<file path="src/rtl/gate_exerciser.sv">
// gate_exerciser: walks a/b through 00,01,10,11 for ROUNDS passes and checks the
// seven gate-cell outputs against their truth table after SETTLE_CYCLES cycles.
module gate_exerciser #(
   parameter int SETTLE_CYCLES = 2,
   parameter int ROUNDS        = 1
) (
   input  logic       clk,
   input  logic       rst_n,
   input  logic       start,
   output logic       a,
   output logic       b,
   input  logic [6:0] y,
   output logic       busy,
   output logic       done,
   output logic       pass,
   output logic [7:0] err_count,
   output logic [1:0] fail_vec,
   output logic [6:0] fail_mask
);
   localparam int CW = $clog2(SETTLE_CYCLES) + 1;
   localparam int RW = $clog2(ROUNDS) + 1;
   typedef enum logic [1:0] {IDLE, SETTLE, FINISH} state_t;
   state_t        state_q, state_d;
   logic [1:0]    vec_q, vec_d;
   logic [CW-1:0] cnt_q, cnt_d;
   logic [RW-1:0] round_q, round_d;
   logic          busy_q, busy_d, done_q, done_d, pass_q, pass_d;
   logic [7:0]    err_q, err_d;
   logic [1:0]    fail_vec_q, fail_vec_d;
   logic [6:0]    fail_mask_q, fail_mask_d;
   logic [6:0]    exp_y;
   logic          sample, mism, last;
   always_comb begin
      exp_y       = vec_q == 2'd0 ? 7'h5C : vec_q == 2'd1 ? 7'h2E : vec_q == 2'd2 ? 7'h2A : 7'h43;
      sample      = state_q == SETTLE && cnt_q == CW'(SETTLE_CYCLES - 1);
      mism        = sample && y != exp_y;
      last        = vec_q == 2'd3 && round_q == RW'(ROUNDS - 1);
      state_d     = state_q;
      vec_d       = vec_q;
      cnt_d       = cnt_q;
      round_d     = round_q;
      busy_d      = busy_q;
      done_d      = 1'b0;
      pass_d      = pass_q;
      err_d       = err_q;
      fail_vec_d  = fail_vec_q;
      fail_mask_d = fail_mask_q;
      case (state_q)
         IDLE: if (start) begin
            state_d     = SETTLE;
            vec_d       = 2'd0;
            cnt_d       = '0;
            round_d     = '0;
            busy_d      = 1'b1;
            pass_d      = 1'b0;
            err_d       = 8'd0;
            fail_vec_d  = 2'd0;
            fail_mask_d = 7'd0;
         end
         SETTLE: begin
            cnt_d = sample ? '0 : cnt_q + 1'b1;
            // a zero count doubles as "no mismatch yet" since it saturates rather than wraps
            if (mism) begin
               err_d = err_q == 8'hFF ? err_q : err_q + 8'd1;
               if (err_q == 8'd0) begin
                  fail_vec_d  = vec_q;
                  fail_mask_d = exp_y ^ y;
               end
            end
            if (sample && last) begin
               state_d = FINISH;
               busy_d  = 1'b0;
               done_d  = 1'b1;
               pass_d  = err_q == 8'd0 && !mism;
            end else if (sample) begin
               vec_d   = vec_q + 2'd1;
               round_d = vec_q == 2'd3 ? round_q + 1'b1 : round_q;
            end
         end
         default: state_d = IDLE;
      endcase
   end
   always_ff @(posedge clk) begin
      if (!rst_n) begin
         state_q     <= IDLE;
         vec_q       <= 2'd0;
         cnt_q       <= '0;
         round_q     <= '0;
         busy_q      <= 1'b0;
         done_q      <= 1'b0;
         pass_q      <= 1'b0;
         err_q       <= 8'd0;
         fail_vec_q  <= 2'd0;
         fail_mask_q <= 7'd0;
      end else begin
         state_q     <= state_d;
         vec_q       <= vec_d;
         cnt_q       <= cnt_d;
         round_q     <= round_d;
         busy_q      <= busy_d;
         done_q      <= done_d;
         pass_q      <= pass_d;
         err_q       <= err_d;
         fail_vec_q  <= fail_vec_d;
         fail_mask_q <= fail_mask_d;
      end
   end
   assign a         = vec_q[1];
   assign b         = vec_q[0];
   assign busy      = busy_q;
   assign done      = done_q;
   assign pass      = pass_q;
   assign err_count = err_q;
   assign fail_vec  = fail_vec_q;
   assign fail_mask = fail_mask_q;
endmodule

</file>
<file path="config.mk">
export PLATFORM = sky130hd
export DESIGN_NAME = gate_exerciser
export DESIGN_NICKNAME = d
export VERILOG_FILES = /design/src/rtl/gate_exerciser.sv
export SDC_FILE = /design/constraint.sdc
export NUM_CORES = 1
export LEC_CHECK = 0
export ABC_AREA = 1
export ABC_CLOCK_PERIOD_IN_PS = 1550
export CELL_PAD_IN_SITES_DETAIL_PLACEMENT = 1
export CELL_PAD_IN_SITES_GLOBAL_PLACEMENT = 1
export CORE_MARGIN = 2
export CORE_UTILIZATION = 32
export CTS_CLUSTER_DIAMETER = 60
export DETAILED_ROUTE_END_ITERATION = 7
export PLACE_DENSITY = 0.79
export SLEW_MARGIN = 20
export SYNTH_ARGS = -nofsm -noshare
export SYNTH_HDL_FRONTEND = slang
export SYNTH_SLANG_ARGS = --single-unit
</file>
<file path="constraint.sdc">
create_clock -name clk -period 1.55 [get_ports clk]
set_input_delay 0.465 -clock clk [delete_from_list [all_inputs] [get_ports clk]]
set_output_delay 0.465 -clock clk [all_outputs]
set_load 0.1 [all_outputs]
</file>
==> out/results.ini, run 1 <==
[power_and_ir_drop]
peakVddDrop_uv = 437.1
powerDensity_nw_per_um2 = 797.6
p_total_mw = 2.335
leakage_nw = 1.353

[route]
vias_per_cell = 4.928
ant_nets = 0
avgRoutedWirePerCell_um = 15.66
drc = 0
vias = 2050
routed_wl_mm = 6.513
drt_iter0_drc = 76
drt_pass1_iterations = 4

[critical_path]
crit_arrival_ns = 1.97
rr_worst_depth = 11
cp-startpoint = y[3]
r2r_end = err_count[0]
cp-start-kind = input pin
worst-r2r-setup-slack_ns = -0.20
worstSetupEndpointType = flip-flop
criticalPathCategory = in2reg
r2r-start = vec_q[0]
crit_fanout = 6
cp.required_ns = 1.77

[die]
fp.dieH_um = 77.24
die_w_um = 77.24
ios = 32
core-area_um2 = 5140
dieArea_um2 = 5966
core.rowCount = 26
start_util = 0.3340

[worst_hold_path]
holdPathStages = 1
hold_path_end = round_q
hold_class = reg2reg
hold_start = round_q

[yosys]
yosysSeqAreaShare = 0.3149
synth_warnings = 0
syn_nets = 288
synth_top_cell_area_share = 0.3149
yosysUniqueCellTypes = 26
synthCells = 272
synth.avg_cell_area_um2 = 6.311
ys_ff_latch = 27
ys_top_cells_by_area = dfxtp_1 31%, nand2_1 18%, inv_1 10%, nor2_1 7.7%, nand4_1 7.3%
syn_area_um2 = 1717
yosysTopAreaCell = dfxtp_1

[timing]
rsz0062_at_grt = yes
slew_violations = 0
fin_tns_setup_ns = -2.981
period_share = 1.130
hold_violations = 0
period_minus_slack_ns = 1.751
relSlewSlack = 0.6952
setup_slack_ns = -0.2009
setup_viol = 18
skew_ns = 0.003326
fmaxAchievable_mhz = 571.1
worst_slew_pin_slew_ns = 0.4567

[layout]
fill_cells = 668
n_antenna_cell = 0
syn2layout_area_growth_pct = 70.55
drive_above_1_share = 0.3902
layout_commonest_cell = nand2_1
nets = 363
final_cell_mix = 63 x nand2_1, 39 x buf_4, 36 x inv_1

[status]
violations = setup timing
status = finished with violations

[global_routing]
grt_pass1_wl_mm = 9.625
antenna_found_initial = 0
overflow = 0
grt_max_degree = 21
groute.usage.overall = 0.1966
grt_pass1_vias = 2090

[clock_network]
cts_tree = done
ctsRootBufferMaster = clkbuf_8
cts.reportedPaths.clkPinSlew_ns = 0.10
htreeDepth = 1
clk_path_buf_depth = 2
cts_buffers = 3
clock_latency_ns = 0.28
cts_sinks = 27

[place]
dp_slack_ns = -0.4616
port-buffer-count = 31
dp_hpwl_mm = 3.927
gp_congestion = 0.7836

[job]
drv_cap = 0

sequential cells by signal (all words and copies together) (netlist names):
name and flops:
state_q 2, done 1, busy 1, pass 1, fail_mask 7, cnt_q 2, err_count 8, round_q 1
fail_vec 2, vec_q 2
worst max-delay path by stage:
stage	end	slack, ns	cells past startpoint
2_1_floorplan	fail_mask[0]	-0.19	14
3_3_place_gp	err_count[3]	-0.38	10
3_5_place_dp	fail_mask[2]	-0.46	11
4_1_cts	err_count[3]	-0.17	12
5_1_grt	err_count[5]	-0.31	11
6_report	err_count[0]	-0.20	11
what timing repair did:
action / in CTS / in global routing
pin swaps: 13 / 25
endpoints found under the setup margin: 19 / 21
cloned: 1 / 2
hold endpoints to repair: 0 / 0
buffers inserted: 5 / 3
hold buffers: 0 / 0
resized for setup: 13 / 44
final cells by class:
class                      count  area [um2]  share of cell area
timing repair buffer          77       937.1              0.3201
tap                           70       87.58             0.02991
multi-input combinational    189        1100              0.3756
sequential                    27       563.0              0.1923
clock buffer                   4       45.04             0.01538
inverter                      49       195.2             0.06667
stage by stage:
stage,util,instances,cell area (um2),hold WS [ns]
finish,0.5696,416,2928,0.4978
global route,0.5696,416,2928,0.5148
CTS,0.5392,413,2771,0.4788
detailed placement,0.5119,403,2631,0.4644
global placement,0.5119,403,2631,0.4493
floorplan,-,272,1769,0.4393
worst max-delay path, stage by stage:
cell	delay, ns
clkdlybuf4s50_1	0.42
inv_1	0.08
nand2_1	0.08
nand2_1	0.10
nand2_2	0.08
nor2_4	0.13
nand3_4	0.12
buf_12	0.17
nand4_1	0.10
nand2_1	0.11
nor2_2	0.10
power breakdown:
part           leakage, nW  internal [mW]  switching (mW)
clock               0.0228          0.185           0.234
sequential           0.227          0.733          0.0437
combinational         1.10          0.460           0.680
cells in the mapped netlist:
library cell	n
buf_2	1
nand3_4	2
nor2_4	2
nor2_1	35
inv_1	46
nand2_1	81
clkbuf_1	3
buf_4	2
nand4_1	20
o211a_1	1
ha_1	6
buf_1	1
o21ai_1	1
o21bai_1	2
xor2_1	1
o21ai_2	1
nor2_2	2
nor2_8	1
xnor2_1	2
inv_2	2
a21oi_1	14
o21ai_0	5
clkinv_1	1
buf_6	1
dfxtp_1	27
nand3_1	12
cell families after synthesis:
kind of cell,after synthesis,synth area share
and+or+nand+nor,155,0.4140
buffers and inverters,57,0.1341
DFF,27,0.3149
AOI/OAI and AO/OA,24,0.07798
adders and majority gates,6,0.04373
xor gates and xnor gates,3,0.01531
routing by layer:
| metal | share of wire | track usage |
|---|---|---|
| met5 | 0 | 0 |
| met4 | 0.023 | 0.04643 |
| met3 | 0.027 | 0.03294 |
| met2 | 0.54 | 0.3652 |
| met1 | 0.41 | 0.2334 |
(Power assumes the default switching activity.)
==> run 2: changes to the inputs <==
--- a/config.mk
+++ b/config.mk
@@ -14,6 +14,7 @@
 export CTS_CLUSTER_DIAMETER = 60
 export DETAILED_ROUTE_END_ITERATION = 7
 export PLACE_DENSITY = 0.79
+export SKIP_LAST_GASP = 1
 export SLEW_MARGIN = 20
 export SYNTH_ARGS = -nofsm -noshare
 export SYNTH_HDL_FRONTEND = slang
==> run 2 against run 1 <==
Against the previous run: the run still ends with setup timing left; routed wire length increased by 2.2%; sequential power about the same; core utilization about the same; total power increased by 0.49%; sequential share of layout area about the same; combinational power about the same; first-iteration DRC count increased by 33%; non-clock buffer count unchanged; via count increased by 0.68%; maximum frequency decreased by 2.2%; cell area about the same; critical endpoint is now err_count[5].
==> out/results.ini, run 2 (synthesis results as in run 1) <==
[timing]
period_minus_slack_ns = 1.790
fmaxAchievable_mhz = 558.6
worst_slew_pin_slew_ns = 0.4620
finalHoldWorstSlack_ns = 0.4974
setup_slack_ns = -0.2401
relSlewSlack = 0.6916
rsz0062_at_grt = yes
period_share = 1.155
fin_tns_setup_ns = -3.592
hold_violations = 0
slew_violations = 0
skew_ns = 0.004892
setup_viol = 18

[worst_hold_path]
hold_start = round_q
holdPathStages = 1
hold_path_end = round_q
hold_class = reg2reg

[route]
drt_pass1_iterations = 4
drt_iter0_drc = 101
avgRoutedWirePerCell_um = 16.01
vias = 2064
drc = 0
ant_nets = 0
routed_wl_mm = 6.659
vias_per_cell = 4.962

[critical_path]
crit_chain = clkdlybuf4s50_1, nand2_2, nand2_2, nand2_2, nor2_4, nand3_4, buf_12, nand3_4, nand2_1, a21oi_1
rr_worst_depth = 11
cp-startpoint = y[5]
r2r_end = err_count[5]
cpMostUsedCell = nand2_2
worst-r2r-setup-slack_ns = -0.23
r2r-start = vec_q[0]
criticalPathCategory = in2reg
cp-start-kind = input pin
crit_arrival_ns = 2.00
slowest_delay_ns = 0.54
crit_slowest_cell = clkdlybuf4s50_1
worstSetupEndpointType = flip-flop
cp.required_ns = 1.76
crit_fanout = 7

[power_and_ir_drop]
p_int_mw = 1.378
powerDensity_nw_per_um2 = 802.2
power_frac_seq = 0.331
p_total_mw = 2.347
combPwrFrac = 0.490
peakVddDrop_uv = 438.8
sw_frac_of_total = 0.4128
clockPowerShare = 0.179
p_sw_mw = 0.9687
leakage_nw = 1.345

[die]
ios = 32
start_util = 0.3340
dieArea_um2 = 5966
fp.dieH_um = 77.24
core.rowCount = 26
die_w_um = 77.24
core-area_um2 = 5140

[status]
violations = setup timing
status = finished with violations

[layout]
nets = 363
syn2layout_area_growth_pct = 70.41
final_cell_mix = 63 x nand2_1, 39 x buf_4, 37 x inv_1
final_area_um2 = 2925
largest_reg_flops = 8
drive_above_1_share = 0.3873
fill_cells = 670
n_antenna_cell = 0
layout_commonest_cell = nand2_1

[place]
dp_hpwl_mm = 3.927
placed_cell_area_um2 = 2631
port-buffer-count = 31
gp_congestion = 0.7836

[clock_network]
clock_latency_ns = 0.28
clk_path_buf_depth = 2
ctsRootBufferMaster = clkbuf_8
htreeDepth = 1
cts_tree = done
ctsHoldBuffers = 0
cts_sinks = 27
cts_buffers = 3
cts.reportedPaths.clkPinSlew_ns = 0.10

[global_routing]
antenna_found_initial = 0
grt_pass1_vias = 2090
groute.usage.overall = 0.1966
grt_pass1_wl_mm = 9.625
overflow = 0
grt_max_degree = 21

[job]
drv_cap = 0

-- run 2: cell types whose count changed in the layout (fill, tap and decap cells not counted) --
cell / change
clkdlybuf4s50_1: +1
dlymetal6s2s_1: -1
inv_1: +1
inv_2: -1
-- run 2: worst max-delay path, delay by kind of cell --
family	cells	cell delay, ns
buffers and inverters	2	0.71
AND/OR/NAND/NOR	7	0.69
AO/OA/AOI/OAI	1	0.13
-- run 2: area by class of cell --
class                      instances  area (um2)  area share
clock buffer                       4       45.04     0.01540
tap                               70       87.58     0.02994
inverter                          49       195.2     0.06672
multi-input combinational        189        1100      0.3760
timing repair buffer              77       934.6      0.3195
sequential                        27       563.0      0.1925
-- run 2: worst max-delay path by stage --
| stage | depth (start not counted) | slack (ns) | to |
|---|---|---|---|
| 2_1_floorplan | 14 | -0.19 | fail_mask[0] |
| 3_3_place_gp | 10 | -0.38 | err_count[3] |
| 3_5_place_dp | 11 | -0.46 | fail_mask[2] |
| 4_1_cts | 12 | -0.17 | err_count[3] |
| 5_1_grt | 11 | -0.33 | err_count[5] |
| 6_report | 10 | -0.24 | err_count[5] |
-- run 2: power by group through the flow --
| stage | Sequential (mW) | Clock (mW) | Combinational [mW] |
|---|---|---|---|
| global placement | 0.791 | 0 | 0.943 |
| CTS | 0.777 | 0.427 | 1.02 |
| global route | 0.784 | 0.450 | 1.21 |
| floorplan | 1.04 | 0 | 0.316 |
| detailed placement | 0.793 | 0 | 0.968 |
| finish | 0.778 | 0.420 | 1.15 |
-- run 2: timing repair --
action / CTS / global route
buffers inserted: 5 / 3
resized for setup: 13 / 42
gates cloned: 1 / 2
pin swaps: 13 / 25
endpoints found under the setup margin: 19 / 21
-- run 2: metal layers --
layer / global-route usage / vias to the layer above / share of wire
met5: 0 / - / 0
met4: 0.04643 / 0 / 0.026
met3: 0.03294 / 17 / 0.027
met2: 0.3652 / 49 / 0.53
met1: 0.2334 / 1000 / 0.41
li1: - / 998 / -
-- run 2: through the flow --
step,utilization,setup slack (ns),cells
finish,0.5691,-0.2401,416
global route,0.5691,-0.3278,416
CTS,0.5392,-0.1719,413
floorplan,-,-0.1931,272
global placement,0.5119,-0.3840,403
detailed placement,0.5119,-0.4616,403
